### src/rtl/spiking_neuron_two_in.sv
// Two-input integrate-and-fire neuron: weighted spikes accumulate into a saturating
// membrane potential; crossing threshold emits a one-cycle registered spike and clears it.
module spiking_neuron_two_in #(
  parameter int unsigned NEURON_LEVEL = 0,
  parameter int unsigned NEURON_ID    = 0,
  parameter bit          SILENT       = 1'b1,
  parameter int unsigned INT_WIDTH    = 4,
  parameter int unsigned IN1_WEIGHT   = 7,
  parameter int unsigned IN2_WEIGHT   = 7,
  parameter int unsigned THRESHOLD    = 8,
  parameter int unsigned LEAK         = 0
) (
  input  logic clk,
  input  logic rst,
  input  logic in1,
  input  logic in2,
  output logic out
);

  // Two guard bits so pot + both weights can never wrap before saturation.
  localparam int unsigned SW = INT_WIDTH + 2;

  localparam logic [INT_WIDTH-1:0] POT_MAX = '1;
  localparam logic [INT_WIDTH-1:0] THR     = INT_WIDTH'(THRESHOLD);
  localparam logic [INT_WIDTH-1:0] LEAK_N  = INT_WIDTH'(LEAK);
  localparam logic [SW-1:0]        W1_X    = SW'(IN1_WEIGHT);
  localparam logic [SW-1:0]        W2_X    = SW'(IN2_WEIGHT);
  localparam logic [SW-1:0]        MAX_X   = SW'(POT_MAX);
  localparam logic [SW-1:0]        LEAK_X  = SW'(LEAK);

  logic [INT_WIDTH-1:0] pot_q, pot_d;
  logic                 out_q, out_d;
  logic                 fire;
  logic [SW-1:0]        pot_x;
  logic [SW-1:0]        sum;

  always_comb begin
    fire  = (pot_q >= THR);
    pot_x = SW'(pot_q);
    sum   = pot_x + (in1 ? W1_X : '0) + (in2 ? W2_X : '0);
    out_d = fire;
    pot_d = pot_q;
    if (fire) begin
      // Refractory cycle: inputs arriving while firing are dropped.
      pot_d = '0;
    end else if (in1 || in2) begin
      pot_d = (sum > MAX_X) ? POT_MAX : sum[INT_WIDTH-1:0];
    end else begin
      pot_d = (pot_x > LEAK_X) ? (pot_q - LEAK_N) : '0;
    end
  end

  always_ff @(posedge clk or negedge rst) begin
    if (!rst) begin
      pot_q <= '0;
      out_q <= 1'b0;
    end else begin
      pot_q <= pot_d;
      out_q <= out_d;
    end
  end

  assign out = out_q;

`ifndef SYNTHESIS
  always @(posedge clk) begin
    if (!SILENT && rst && out_q)
      $display("L%0d N%0d spike %0t", NEURON_LEVEL, NEURON_ID, $time);
  end
`endif

endmodule

### config.mk
export PLATFORM = sky130hd
export DESIGN_NAME = spiking_neuron_two_in
export DESIGN_NICKNAME = d
export VERILOG_FILES = /design/src/rtl/spiking_neuron_two_in.sv
export SDC_FILE = /design/constraint.sdc
export NUM_CORES = 1
export LEC_CHECK = 0
export CAP_MARGIN = 20
export CORE_AREA = 2 2 39 41
export DETAILED_ROUTE_END_ITERATION = 8
export DIE_AREA = 0 0 41 43
export GPL_TIMING_DRIVEN = 1
export PLACE_DENSITY_LB_ADDON = 0.2
export REMOVE_ABC_BUFFERS = 1
export SETUP_SLACK_MARGIN = 0.3
export SKIP_CTS_REPAIR_TIMING = 1
export SKIP_LAST_GASP = 1
export SYNTH_ARGS = -nofsm -noshare
export SYNTH_HDL_FRONTEND = slang
export SYNTH_SLANG_ARGS = --single-unit
### constraint.sdc
create_clock -name clk -period 3.8 [get_ports clk]
set_clock_uncertainty 0.2 [all_clocks]
set_input_delay 1.14 -clock clk [delete_from_list [all_inputs] [get_ports clk]]
set_output_delay 1.14 -clock clk [all_outputs]
set_load 0.01 [all_outputs]
# After elaboration in Yosys (flattened, before gate mapping)
# Index checks and enable logic that the tools add are counted.
[classes] eq_ne=1 bitwise_logic=0 muxes=6 n_mul=0 n_lt_le_gt_ge=3 reduce_logical=1 addsub=2 n_shift=0 div=0
[ops] operator="4-bit 2-to-1 mux" count=4
[ops] operator="5-bit by 3-bit adder with 6-bit output" count=1
[ops] operator="6-bit by 4-bit greater-than comparator with 1-bit output, second input constant" count=1
[ops] operator="3-bit 2-to-1 mux" count=2
[ops] operator="4-bit by 3-bit adder with 5-bit output" count=1
[ops] operator="4-bit greater-or-equal comparator, second input constant" count=1
[ops] operator="4-bit by 1-bit greater-than comparator with 1-bit output, second input constant" count=1
[ops] operator="3-bit inequality test, second input constant" count=1
[ops] operator="1-bit logical OR" count=1
[totals] mem_bits_ro=0 ram_bits=0 reg_bits=5 mem_count=0 in_bits=4 latchBits=0 out_inout_bits=1 word_cells=15

# Logic depth before layout (Yosys ltp)
[logic_depth] ltp_word=7 depth_mapped=8 depth_no_buf=8

# Least setup slack after synthesis
# No wires, ideal clock.
[synth_path] path_kind="input port to flip-flop" startpoint="in in1" endpoint="reg pot_q[0]" t_required_ns=3.481 path_buffers=0 cell_stages=7 path_slack_ns=0.739 arrival_ns=2.742 setup_time_ns=0.119 path_cell_list="inv_1 > fa_1 > inv_1 > ha_1 > a21o_1 > a211o_1 > o21a_1"
[synth_between] elab_chain_cells=7 elab_cells_between_ends=9 cone_classes="add/sub (2); order compare (1); eq/ne (1); mux (4); reduce/logical (1)"
[synth_lines] element="start: declaration" line="15" text="input logic in1,"
[synth_lines] element="3-bit 2-to-1 mux" line="40" text="sum = pot_x + (in1 ? W1_X : '0) + (in2 ? W2_X : '0);"
[synth_lines] element="4-bit by 3-bit adder with 5-bit output" line="40"
[synth_lines] element="5-bit by 3-bit adder with 6-bit output" line="40"
[synth_lines] element="6-bit by 4-bit greater-than comparator with 1-bit output" line="47" text="pot_d = (sum > MAX_X) ? POT_MAX : sum[INT_WIDTH-1:0];"
[synth_lines] element="4-bit 2-to-1 mux" line="47"
[synth_lines] element="4-bit 2-to-1 mux" line="46" text="end else if (in1 || in2) begin"
[synth_lines] element="4-bit 2-to-1 mux" line="43" text="if (fire) begin"
[synth_lines] element="end signal: assignment" line="58" text="pot_q <= pot_d;"
[synth_lines] element="end: declaration" line="31" text="logic [INT_WIDTH-1:0] pot_q, pot_d;"
# Several ways; a longest one is shown, not always the timed one.
# A chain may end at the register's enable or synchronous reset.

# Worst setup path after layout
[layout_path] startpoint="in in2" endpoint="reg pot_q[3]"
[layout_between] elab_chain_cells=6 elab_cells_between_ends=8 cone_classes="add/sub (1); order compare (1); eq/ne (1); mux (4); reduce/logical (1)"
[layout_lines] element="start: declaration" line="16" text="input logic in2,"
[layout_lines] element="3-bit 2-to-1 mux" line="40"
[layout_lines] element="5-bit by 3-bit adder with 6-bit output" line="40"
[layout_lines] element="6-bit by 4-bit greater-than comparator with 1-bit output" line="47"
[layout_lines] element="4-bit 2-to-1 mux" line="47"
[layout_lines] element="4-bit 2-to-1 mux" line="46"
[layout_lines] element="4-bit 2-to-1 mux" line="43"
# Several ways; a longest one is shown, not always the timed one.

==> flow_metrics.env <==
export IMPL_status="finished clean"
export IMPL_slew_viol_final=0
export IMPL_r2r_slack_ns=1.50
export IMPL_clock_latency_ns=0.23
export IMPL_setup_viol_count_final=0
export IMPL_grt_use_total=0.09592
export IMPL_cp_required_ns=3.70
export IMPL_r2r_start="pot_q[1]"
export IMPL_syn_area_per_cell_um2=10.43
export IMPL_crit_chain="clkdlybuf4s50_1 > inv_1 > fa_1 > inv_1 > ha_1 > inv_1 > fa_1 > nor4b_2 > a2111oi_2"
export IMPL_via_count=262
export IMPL_fp_dieW_um=41
export IMPL_numCtsBuffers=3
export IMPL_slowest_delay_ns=0.51
export IMPL_setup_tns_ns=0
export IMPL_die_area_mm2=0.001763
export IMPL_pwr_density_cell_mw_per_mm2=768.4
export IMPL_cp_arrival_ns=3.34
export IMPL_grt_ovfl_total=0
export IMPL_max_freq_mhz=291.0
export IMPL_min_from="pot_q[3]"
export IMPL_rr_endpoint="pot_q[3]"
export IMPL_place_congestion=0.6932
export IMPL_worstPathMaxFanout=3
export IMPL_fin_crit_sh=0.9043
export IMPL_htree_levels=1
export IMPL_syn_area_um2=375.4
export IMPL_cts_buffer_depth=2
export IMPL_cap_violations=0
export IMPL_die_h_um=43
export IMPL_wl_per_cell_um=10.68
export IMPL_cp_common_cell="inv_1"
export IMPL_drc=0
export IMPL_slowest_stage="clkdlybuf4s50_1"
export IMPL_start_util=0.2712
export IMPL_area_growth_pct=28.00
export IMPL_path_clk_slew_ns=0.04
export IMPL_grt_pass1_vias=282
export IMPL_synth_warnings=0
export IMPL_fillers=158
export IMPL_vdd_ir_drop_max_uv=251.0
export IMPL_cts_tree="yes"
export IMPL_dp_cells=55
export IMPL_drt_iter0_markers=1
export IMPL_rsz0062_at_grt="true"
export IMPL_grt_pass1_wl_mm=1.104
export IMPL_period_needed_ns=3.436
export IMPL_fp_row_count=14
export IMPL_drtAntennaViolNets=0
export IMPL_ios=5
export IMPL_p_leak_nw=0.2517
export IMPL_synthCells=36
export IMPL_core_mm2=0.001384
export IMPL_vias_per_cell=4.367
export IMPL_drive_gt1_frac=0.1591
export IMPL_whs_endpoint="out"
export IMPL_worst_pin_slew_ns=0.2725
export IMPL_min_path_type="register to register"
export IMPL_first_pass_iters=2
export IMPL_antenna_found_initial=0
export IMPL_portBuffers=4
export IMPL_clock_sinks=5
export IMPL_hold_viol=0
export IMPL_synth_seq_cells=5
export IMPL_worstRegToRegCells=8
export IMPL_layout_nets=57
export IMPL_slew_headroom=0.8180
export IMPL_holdPathStages=0
export IMPL_grt_max_degree=7
export IMPL_ys_seq_area_frac=0.3333
export IMPL_crit_path_start_kind="primary input"
export IMPL_stdcell_count=60
export IMPL_wirelength_um=641
export IMPL_dp_hpwl_um=546.5
export IMPL_path_class="primary input to register"
export IMPL_root_buffer="clkbuf_4"
export IMPL_cp_end_kind="register"
export IMPL_antenna_cells=0
export IMPL_ys_types=12
state kept, by name (all words and copies together) (netlist names):
register	count
out	1
pot_q	4
layout make-up:
class	count	area, µm²	share of cell area
inverter	11	41.29	0.08594
multi-input combinational	19	217.7	0.4531
timing repair buffer	5	50.05	0.1042
tap	16	20.02	0.04167
sequential	5	125.1	0.2604
clock buffer	4	26.28	0.05469
per-layer routing:
metal / wire (µm) / global-route usage / vias up
li1: - / - / 129
met1: 216 / 0.1017 / 130
met2: 409 / 0.1531 / 3
met3: 15 / 0.03141 / 0
met4: 0 / 0.06000 / 0
met5: 0 / 0 / -
cell usage in the layout, fill, tap and decap left out, drive strengths merged:
cell type	count
dfrtp	5
o21a	3
nor4b	1
inv	11
clkbuf	4
buf	1
clkdlybuf4s50	3
ha	4
nor2	1
a2111oi	1
a21o	1
fa	4
a21oi	3
dlymetal6s2s	1
a211o	1
metrics by stage:
stage               power, mW  setup slack (ns)  utilization  cell area (µm²)  hold slack [ns]
CTS                    0.3508            0.2365       0.3309            457.9           0.2988
detailed placement     0.2855         -0.004947       0.3119            431.7           0.2809
global route           0.4130            0.2893       0.3472            480.5           0.3482
finish                 0.3692            0.3635       0.3472            480.5           0.3101
global placement       0.2718           0.09370       0.3119            431.7           0.2759
floorplan              0.2318            0.7390            -            371.6           0.2350
cell families after synthesis:
logic type | count (synthesis) | synth area share
buf+inv | 12 | 0.1200
compound gates | 9 | 0.1667
fa+ha+maj | 8 | 0.3467
flops | 5 | 0.3333
simple gates | 2 | 0.03333
Yosys cell counts, drive strengths merged:
cell type / n / area share
nor4b: 1 / 0.023
nor2: 1 / 0.010
inv: 11 / 0.11
a2111oi: 1 / 0.023
a21o: 1 / 0.020
a21oi: 3 / 0.040
fa: 4 / 0.21
o21a: 3 / 0.060
dfrtp: 5 / 0.33
a211o: 1 / 0.023
ha: 4 / 0.13
clkbuf: 1 / 0.010
how the worst max path moves through the flow:
| stage | startpoint | end | slack (ns) |
|---|---|---|---|
| global placement | in1 | pot_q[3] | 0.09 |
| global route | in2 | pot_q[3] | 0.29 |
| floorplan | in1 | pot_q[0] | 0.74 |
| CTS | in1 | pot_q[3] | 0.24 |
| finish | in2 | pot_q[3] | 0.36 |
| detailed placement | in1 | pot_q[3] | -0.005 |
where the power goes:
group	switching (mW)	internal, mW	total [mW]
Combinational	0.104	0.109	0.213
Clock	0.0187	0.0395	0.0582
Sequential	0.0171	0.0806	0.0977
worst max-delay path, delay by kind of cell:
| kind | cells | cell delay, ns |
|---|---|---|
| adders and majority gates | 3 | 1.09 |
| and+or+nand+nor | 1 | 0.27 |
| buffers and inverters | 4 | 0.76 |
| AOI/OAI and AO/OA | 1 | 0.09 |
No activity file was read; power rests on OpenSTA's default activity.
